===== src/rtl/ecc_sed_pkg.sv =====
// Shared definitions for the single-error-detect (SED) encoder/decoder pair.
// Contents:
//   DATA_W / CW_W / PAR_BIT - payload width, codeword width, parity bit index
//   sed_word_t              - {err, data} as held in the decoder output stage
//   occ_state_t             - output-register occupancy (EMPTY / FULL)
//   sed_parity()            - even-parity bit for a payload; the encoder and
//                             the decoder both call this one definition
package ecc_sed_pkg;

    localparam int DATA_W  = 12;
    localparam int CW_W    = 13;
    localparam int PAR_BIT = 12;

    typedef struct packed {
        logic              err;
        logic [DATA_W-1:0] data;
    } sed_word_t;

    typedef enum logic {
        OCC_EMPTY = 1'b0,
        OCC_FULL  = 1'b1
    } occ_state_t;

    function automatic logic sed_parity(input logic [DATA_W-1:0] data);
        return ^data;
    endfunction

endpackage


===== src/rtl/ecc_sed_decoder_err_counter.sv =====
// Saturating parity-error counter plus a sticky error flag.
// Ports:
//   clk      - clock, rising edge
//   rst      - synchronous active-low reset
//   clr      - one-cycle clear of counter and flag
//   inc      - an accepted word failed parity this cycle
//   err_flag - sticky error indication
//   err_cnt  - error count, holds at all-ones
// A clear and an increment in the same cycle leave the count at 1: the clear
// is applied first, then the new error is counted.
module ecc_sed_err_counter
    import ecc_sed_pkg::*;
#(
    parameter int CNT_W = 8
) (
    input  logic             clk,
    input  logic             rst,
    input  logic             clr,
    input  logic             inc,
    output logic             err_flag,
    output logic [CNT_W-1:0] err_cnt
);

    logic [CNT_W-1:0] cnt_base;
    logic             flag_base;

    assign cnt_base  = clr ? '0 : err_cnt;
    assign flag_base = clr ? 1'b0 : err_flag;

    always_ff @(posedge clk) begin
        if (!rst) begin
            err_cnt  <= '0;
            err_flag <= 1'b0;
        end else if (inc) begin
            err_cnt  <= (&cnt_base) ? cnt_base : cnt_base + 1'b1;
            err_flag <= 1'b1;
        end else begin
            err_cnt  <= cnt_base;
            err_flag <= flag_base;
        end
    end

endmodule


===== src/rtl/ecc_sed_decoder.sv =====
// SED decoder: recomputes even parity over a 13-bit codeword, forwards the
// 12-bit payload through a one-deep registered output stage with an error
// tag, and keeps error statistics for status software.
// Ports:
//   clk, rst                  - clock; synchronous active-low reset
//   enc_valid/enc_ready       - upstream handshake, enc_codeword = {parity, data}
//   dec_valid/dec_ready       - downstream handshake, dec_data + dec_err
//   err_flag, err_cnt, err_clr - sticky flag, saturating count, clear pulse
//
// Output-register occupancy:
//   state     | meaning
//   OCC_EMPTY | no word held, dec_valid=0
//   OCC_FULL  | word held in dec_data/dec_err, dec_valid=1
module ecc_sed_decoder
    import ecc_sed_pkg::*;
#(
    parameter int CNT_W       = 8,
    parameter int DROP_ON_ERR = 0
) (
    input  logic              clk,
    input  logic              rst,
    input  logic              enc_valid,
    output logic              enc_ready,
    input  logic [CW_W-1:0]   enc_codeword,
    output logic              dec_valid,
    input  logic              dec_ready,
    output logic [DATA_W-1:0] dec_data,
    output logic              dec_err,
    output logic              err_flag,
    output logic [CNT_W-1:0]  err_cnt,
    input  logic              err_clr
);

    localparam logic DROP = (DROP_ON_ERR != 0);

    occ_state_t occ;
    sed_word_t  out_q;
    logic       syndrome;
    logic       accept;
    logic       keep_word;

    assign syndrome  = sed_parity(enc_codeword[DATA_W-1:0]) ^ enc_codeword[PAR_BIT];
    // Ready depends only on the registered occupancy and the sink, never on enc_valid.
    assign enc_ready = (occ == OCC_EMPTY) || dec_ready;
    assign accept    = enc_valid && enc_ready;
    assign keep_word = !(DROP && syndrome);

    always_ff @(posedge clk) begin
        if (!rst) begin
            occ   <= OCC_EMPTY;
            out_q <= '0;
        end else if (accept) begin
            // An accept while FULL implies dec_ready, so the held word retires here.
            if (keep_word) begin
                occ   <= OCC_FULL;
                out_q <= '{err: syndrome, data: enc_codeword[DATA_W-1:0]};
            end else begin
                occ <= OCC_EMPTY;
            end
        end else if (occ == OCC_FULL && dec_ready) begin
            occ <= OCC_EMPTY;
        end
    end

    assign dec_valid = (occ == OCC_FULL);
    assign dec_data  = out_q.data;
    assign dec_err   = out_q.err;

    ecc_sed_err_counter #(
        .CNT_W(CNT_W)
    ) u_err_counter (
        .clk      (clk),
        .rst      (rst),
        .clr      (err_clr),
        .inc      (accept && syndrome),
        .err_flag (err_flag),
        .err_cnt  (err_cnt)
    );

endmodule


===== config.mk =====
export PLATFORM = sky130hd
export DESIGN_NAME = ecc_sed_decoder
export DESIGN_NICKNAME = d
export VERILOG_FILES = /design/src/rtl/ecc_sed_pkg.sv /design/src/rtl/ecc_sed_decoder_err_counter.sv /design/src/rtl/ecc_sed_decoder.sv
export SDC_FILE = /design/constraint.sdc
export NUM_CORES = 1
export LEC_CHECK = 0
export CORE_MARGIN = 2
export CORE_UTILIZATION = 42
export DETAILED_ROUTE_END_ITERATION = 8
export PLACE_DENSITY = 0.78
export SLEW_MARGIN = 20
export SYNTH_ARGS = -nofsm -noshare
export SYNTH_HDL_FRONTEND = slang
export SYNTH_HIERARCHICAL = 1
export SYNTH_SLANG_ARGS = --single-unit

===== constraint.sdc =====
create_clock -name clk -period 3.6 [get_ports clk]
set_clock_uncertainty 0.2 [all_clocks]
set_input_delay 1.08 -clock clk [delete_from_list [all_inputs] [get_ports clk]]
set_output_delay 1.08 -clock clk [all_outputs]
set_load 0.05 [all_outputs]

==> flow_metrics.tcl, run 1 <==
set metrics [dict create \
    sequentialPowerShare_pct 46.3 \
    first_iter_violations 25 \
    hold_start "dec_data[8]$_SDFFE_PN0P_" \
    hpwl_um 2050 \
    synthToLayoutAreaGrowth_pct 48.1 \
    insertion_delay_ns 0.31 \
    ys.warnings.count 6 \
    crit_fanout 4 \
    nFillCells 214 \
    start_util_pct 43.9 \
    post-cts-setup-buffers 0 \
    power_switching_mw 0.203 \
    clkTransAtPathRegs_ns 0.13 \
    min_path_type "register to register" \
    ios 42 \
    firstDrtPassIters 4 \
    die_h_um 54.4 \
    combPwrFrac_pct 34.0 \
    dpl_cell_area_um2 1550 \
    synthArstFlopShare_pct 0 \
    r2r_slack_ns 1.55 \
    gp_congestion 0.888 \
    wl_um 2700 \
    drc 0 \
    syn_area_per_cell_um2 8.89 \
    grt_pass1_wl_um 4280 \
    synth_area_um2 1070 \
    synth_seq_area_share_pct 43.1 \
    finalInstanceArea_um2 1580 \
    tns_ns 0 \
    holdPathStages 2 \
    crit_arrival_ns 3.35 \
    wl_per_cell_um 13.7 \
    drv_slew 0 \
    p_int_mw 0.406 \
    p_leak_nw 0.613 \
    ys_types 30 \
    critical_path_class "input port to register" \
    cp.required_ns 3.62 \
    die_w_um 54.4 \
    hold_buffers 0 \
    track_usage_pct 19.9 \
    power_mw 0.609 \
    core-area_um2 2430 \
    vias_per_cell 5.30 \
    synthTopCellsByArea "dfxtp_1 43%, a21oi_1 7.5%, nand3_1 7.0%" \
    worstReg2RegStart "dec_valid$_SDFFE_PN0P_" \
    p_per_area_nw_per_um2 385 \
    cts_root_buf "clkbuf_4" \
    finalHoldViolations 0 \
    hold_path_end "dec_data[8]$_SDFFE_PN0P_" \
    path_cells "clkdlybuf4s50_1 > xnor3_1 > xnor3_2 > xnor2_1 > nor2_1 > nand4_1 > or4_1 > o211a_1" \
    finalSetupViolCount 0 \
    cts_tree "yes" \
    post_cts_resized 0 \
    ff2ff_path_depth 6 \
    cts_buffers 3 \
    dp_slack_ns -0.0670 \
    port_buffers 41 \
    pwr-share-clk_pct 19.7 \
    outcome "finished, final reports clean" \
    synth_common_cells "23 x dfxtp_1, 16 x a21oi_1, 15 x nand2_1, 15 x nand3_1, 6 x xnor2_1" \
    cap_viol_max_count 0 \
    endpoint_kind "register" \
    antenna_cells 0 \
    yosysTopAreaCellShare_pct 43.1 \
    switching_share_pct 33.3 \
    die_area_um2 2960 \
    synth-seq-cells 23 \
    slowest_stage "or4_1" \
    antenna_found_initial 0 \
    fmax_mhz 300 \
    htree_levels 1 \
    tightest_slew_ns 0.514 \
    grt_pass1_vias 985 \
    yosys.area.top_type "dfxtp_1" \
    fin_cells 197 \
    finalCritPeriodShare_pct 92.6 \
    dp.cells 193 \
    fin_ws_ns 0.266 \
    rsz0062_at_grt "no" \
    synth_fp_nets 138 \
    grt_max_degree 15 \
    grt-ovfl-total 0 \
    postSynthCellCount 120 \
    layout-drive-gt1-share_pct 7.19 \
    maxSlewHeadroom_pct 65.6 \
    cts_sinks 23 \
    finalNetCount 186 \
    r2r_end "u_err_counter/err_cnt[6]$_SDFF_PN0_" \
    startpoint_type "input port" \
    vias 1044 \
    synth_edf_count 0 \
    slowest_delay_ns 0.50 \
    synth_most_common_cell "dfxtp_1" \
    synth_top_flop_cell "dfxtp_1" \
    fin_crit_ns 3.33 \
    num_rows 18 \
    cts_buffer_depth 2 \
    ant_nets 0 \
    irDropWorstVdd_uv 245 \
]
-- placed cells by master, fill, tap and decap left out --
cell type / count
nor4_1: 1
a211oi_1: 3
a311oi_1: 1
nand2_1: 15
or4_1: 1
mux2i_1: 1
xnor3_1: 2
and2b_1: 3
xnor2_1: 6
and3_1: 2
buf_4: 6
clkdlybuf4s50_1: 40
inv_1: 4
clkbuf_1: 1
or3b_1: 1
nand3_1: 15
and3b_1: 1
a21oi_1: 16
clkbuf_4: 3
o21ai_0: 1
o21a_1: 2
nor3_1: 3
a31oi_1: 3
nand2b_1: 4
o31ai_2: 1
dfxtp_1: 23
nand4_1: 1
nor2_1: 2
o211a_1: 1
buf_12: 1
xnor3_2: 1
and4b_1: 2
-- layer usage --
layer | wire [µm] | vias up | track usage, %
met5 | 0 | - | 0
met4 | 26 | 0 | 8.75
met3 | 124 | 2 | 3.01
met2 | 1380 | 30 | 33.1
met1 | 1180 | 486 | 25.3
li1 | - | 526 | -
-- area by class of cell --
type	instances	area (µm²)	share of cell area, %
clock buffers	4	26.3	1.66
repair buffers	47	465	29.5
multi-input cells	89	576	36.4
well taps	30	37.5	2.38
flip-flops and latches	23	460	29.1
inverters	4	15.0	0.950
-- sequential cells by signal, indices dropped and copies added, names as in the netlist --
register and count:
dec_data 12, dec_err 1, dec_valid 1, u_err_counter/err_cnt 8
u_err_counter/err_flag 1
-- critical path, delay by kind of cell --
family / cells / cell delay [ns]
simple gates: 3 / 0.88
compound gates: 1 / 0.14
xor+xnor: 3 / 0.78
buf+inv: 1 / 0.48
-- power groups by stage --
stage | Sequential, mW | Combinational (mW) | Clock [mW]
2_1_floorplan | 0.343 | 0.0702 | 0
3_3_place_gp | 0.287 | 0.204 | 0
3_5_place_dp | 0.288 | 0.207 | 0
4_1_cts | 0.282 | 0.208 | 0.126
5_1_grt | 0.285 | 0.219 | 0.132
6_report | 0.282 | 0.207 | 0.120
-- logic make-up (layout without fill, tap and decap cells) --
family | count (synthesis) | after routing | synth area share (%)
buf+inv | 8 | 55 | 2.93
compound gates | 28 | 28 | 16.2
mux | 1 | 1 | 0.938
flops | 23 | 23 | 43.1
simple gates | 51 | 51 | 25.4
xor+xnor | 9 | 9 | 11.4
-- worst max-delay path by stage --
stage,depth (start not counted),startpoint,slack (ns),end
after global placement,8,enc_codeword[0],0.003,u_err_counter/err_cnt[6]$_SDFF_PN0_
after detailed placement,8,enc_codeword[0],-0.07,u_err_counter/err_cnt[6]$_SDFF_PN0_
after floorplan,7,enc_codeword[0],0.42,u_err_counter/err_cnt[6]$_SDFF_PN0_
final,8,enc_codeword[0],0.27,u_err_counter/err_cnt[6]$_SDFF_PN0_
after CTS,8,enc_codeword[0],0.27,u_err_counter/err_cnt[6]$_SDFF_PN0_
after global routing,8,enc_codeword[0],0.14,u_err_counter/err_cnt[6]$_SDFF_PN0_
-- metrics by stage --
| step | util (%) | hold slack, ns |
|---|---|---|
| after global routing | 65.0 | 0.290 |
| after floorplan | - | 0.472 |
| after CTS | 65.0 | 0.267 |
| after global placement | 63.9 | 0.244 |
| after detailed placement | 63.9 | 0.249 |
| final | 65.0 | 0.265 |
No activity file was read; power rests on OpenSTA's default activity.
==> inputs of run 2 (changes only) <==
- ABC_AREA: unset -> 1
- CORE_UTILIZATION: 42 -> 45
- SLEW_MARGIN: 20 -> unset
==> run 2 against run 1 <==
  * Total power fell by 3.7%
  * Core utilization fell by 1.4 points
  * Global-route usage fell by 2.6 points
  * Register-to-register slack improved by 0.31 ns
  * First-iteration DRC count rose by 56%
  * Largest power group unchanged
==> flow_metrics.tcl, run 2 <==
set metrics [dict create \
    mostFrequentLayoutCell "nand2_1" \
    layout_common_cells "55 x nand2_1, 40 x clkdlybuf4s50_1, 23 x dfxtp_1" \
    startpoint_type "input port" \
    hold_buffers 0 \
    synthTopCellsByArea "dfxtp_1 35%, nand2_1 16%, inv_1 6.0%" \
    cts_root_buf "clkbuf_4" \
    rsz0062_at_grt "no" \
    synth-seq-cells 23 \
    layout-drive-gt1-share_pct 16.4 \
    insertion_delay_ns 0.31 \
    grt_max_degree 23 \
    port_buffers 41 \
    cts_tree "yes" \
    p_per_area_nw_per_um2 334 \
    outcome "finished, final reports clean" \
    synth_seq_area_share_pct 35.3 \
    cp_top_family "buffers and inverters" \
    ys.warnings.count 6 \
    num_rows 19 \
    crit_buf_inv 3 \
    wl_um 2590 \
    fmax_mhz 316 \
    endpoint_kind "output pin" \
    gp_congestion 0.792 \
    synth_most_common_cell "nand2_1" \
    finalNetCount 251 \
    drc 0 \
    min_path_type "register to register" \
    crit_fanout 3 \
    clkTransAtPathRegs_ns 0.13 \
    fin_ws_ns 0.432 \
    synth_fp_nets 210 \
    tightest_slew_ns 0.724 \
    irDropWorstVdd_uv 206 \
    synth_edf_count 0 \
    ios 42 \
    finalCritPeriodShare_pct 88.0 \
    vias 1250 \
    track_usage_pct 17.3 \
    crit_arrival_ns 1.89 \
    die_h_um 57.8 \
    cp.required_ns 2.32 \
    grt-ovfl-total 0 \
    synth_top_flop_cell "dfxtp_1" \
    synthToLayoutAreaGrowth_pct 34.5 \
    synth_common_cells "55 x nand2_1, 23 x dfxtp_1, 21 x inv_1, 13 x nor2_1, 12 x a21oi_1" \
    die_w_um 57.8 \
    tns_ns 0 \
    wl_per_cell_um 9.86 \
    dp_slack_ns 0.429 \
    cap_viol_max_count 0 \
    start_util_pct 47.3 \
    core-area_um2 2760 \
    grt_pass1_vias 1141 \
    critical_path_class "input port to output pin" \
    first_iter_violations 39 \
    nFillCells 270 \
    vias_per_cell 4.75 \
    drv_slew 0 \
    syn_area_per_cell_um2 6.79 \
    slowest_stage "clkdlybuf4s50_1" \
    maxSlewHeadroom_pct 51.6 \
    hpwl_um 1960 \
    postSynthCellCount 192 \
    finalHoldViolations 0 \
    cts_buffers 3 \
    slowest_delay_ns 0.48 \
    antenna_found_initial 0 \
    grt_pass1_wl_um 4650 \
    antenna_cells 0 \
    synthArstFlopShare_pct 0 \
    path_cells "clkdlybuf4s50_1 > inv_2 > nand2_1 > buf_12" \
    largest_reg_flops 12 \
    die_area_um2 3340 \
    finalSetupViolCount 0 \
    htree_levels 1 \
    cts_buffer_depth 2 \
    yosys.area.top_type "dfxtp_1" \
    ys_types 27 \
    firstDrtPassIters 6 \
    yosysTopAreaCellShare_pct 35.3 \
    fin_crit_ns 3.17 \
    ant_nets 0 \
    p_leak_nw 0.798 \
    post_cts_resized 0 \
    cts_sinks 23 \
    synth_area_um2 1300 \
    post-cts-setup-buffers 0 \
]
## run 2: through the flow
step | utilization [%] | instances | total power [mW] | area (µm²) | hold slack (ns)
2_1_floorplan | - | 192 | 0.408 | 1300 | 0.479
3_3_place_gp | 62.5 | 259 | 0.468 | 1720 | 0.255
3_5_place_dp | 62.5 | 259 | 0.470 | 1720 | 0.278
4_1_cts | 63.6 | 263 | 0.598 | 1750 | 0.298
5_1_grt | 63.6 | 263 | 0.622 | 1750 | 0.318
6_report | 63.6 | 263 | 0.587 | 1750 | 0.296
## run 2: power breakdown
part	total [mW]	leakage, nW	switching, mW	internal, mW
Sequential	0.278	0.189	0.00814	0.270
Combinational	0.185	0.595	0.117	0.0680
Clock	0.123	0.0139	0.0810	0.0423
Total	0.587	0.798	0.206	0.380
## run 2: final timing paths
check                                                    startpoint                             endpoint  slack, ns  cells past startpoint
worst max-delay path                                      dec_ready                            enc_ready       0.43                      4
worst min-delay path            u_err_counter/err_flag$_SDFFE_PN0P_  u_err_counter/err_flag$_SDFFE_PN0P_       0.30                      2
worst min register to register  u_err_counter/err_flag$_SDFFE_PN0P_  u_err_counter/err_flag$_SDFFE_PN0P_       0.30                      2
worst max register to register               dec_valid$_SDFFE_PN0P_  u_err_counter/err_cnt[1]$_SDFF_PN0_       1.86                      9
## run 2: worst min-delay path, delay by kind of cell, from the launching register on
family	cells	cell delay (ns)
AO/OA/AOI/OAI	1	0.06
AND/OR/NAND/NOR	1	0.07
flip-flops	1	0.34
## run 2: cell families after synthesis
group	count (synthesis)	share of synthesized area (%)
simple gates	98	37.5
flops	23	35.3
compound gates	31	13.1
buf+inv	38	12.8
xor+xnor	2	1.34
## run 2: layout make-up
cell class                 instances  area, µm²  share of cell area [%]
clock buffer                       3       22.5                    1.28
clock inverter                     1       7.51                   0.428
timing repair buffer              42        428                    24.4
multi-input combinational        131        677                    38.6
tap                               31       38.8                    2.21
inverter                          32        120                    6.85
sequential                        23        460                    26.2
## run 2: per-layer routing
metal,up-vias,GRT usage (%),part of all wire [%]
met2,31,27.3,45
met5,-,0,0
met4,0,7.31,1.1
met1,538,23.8,50
li1,679,-,-
met3,2,2.23,4.3
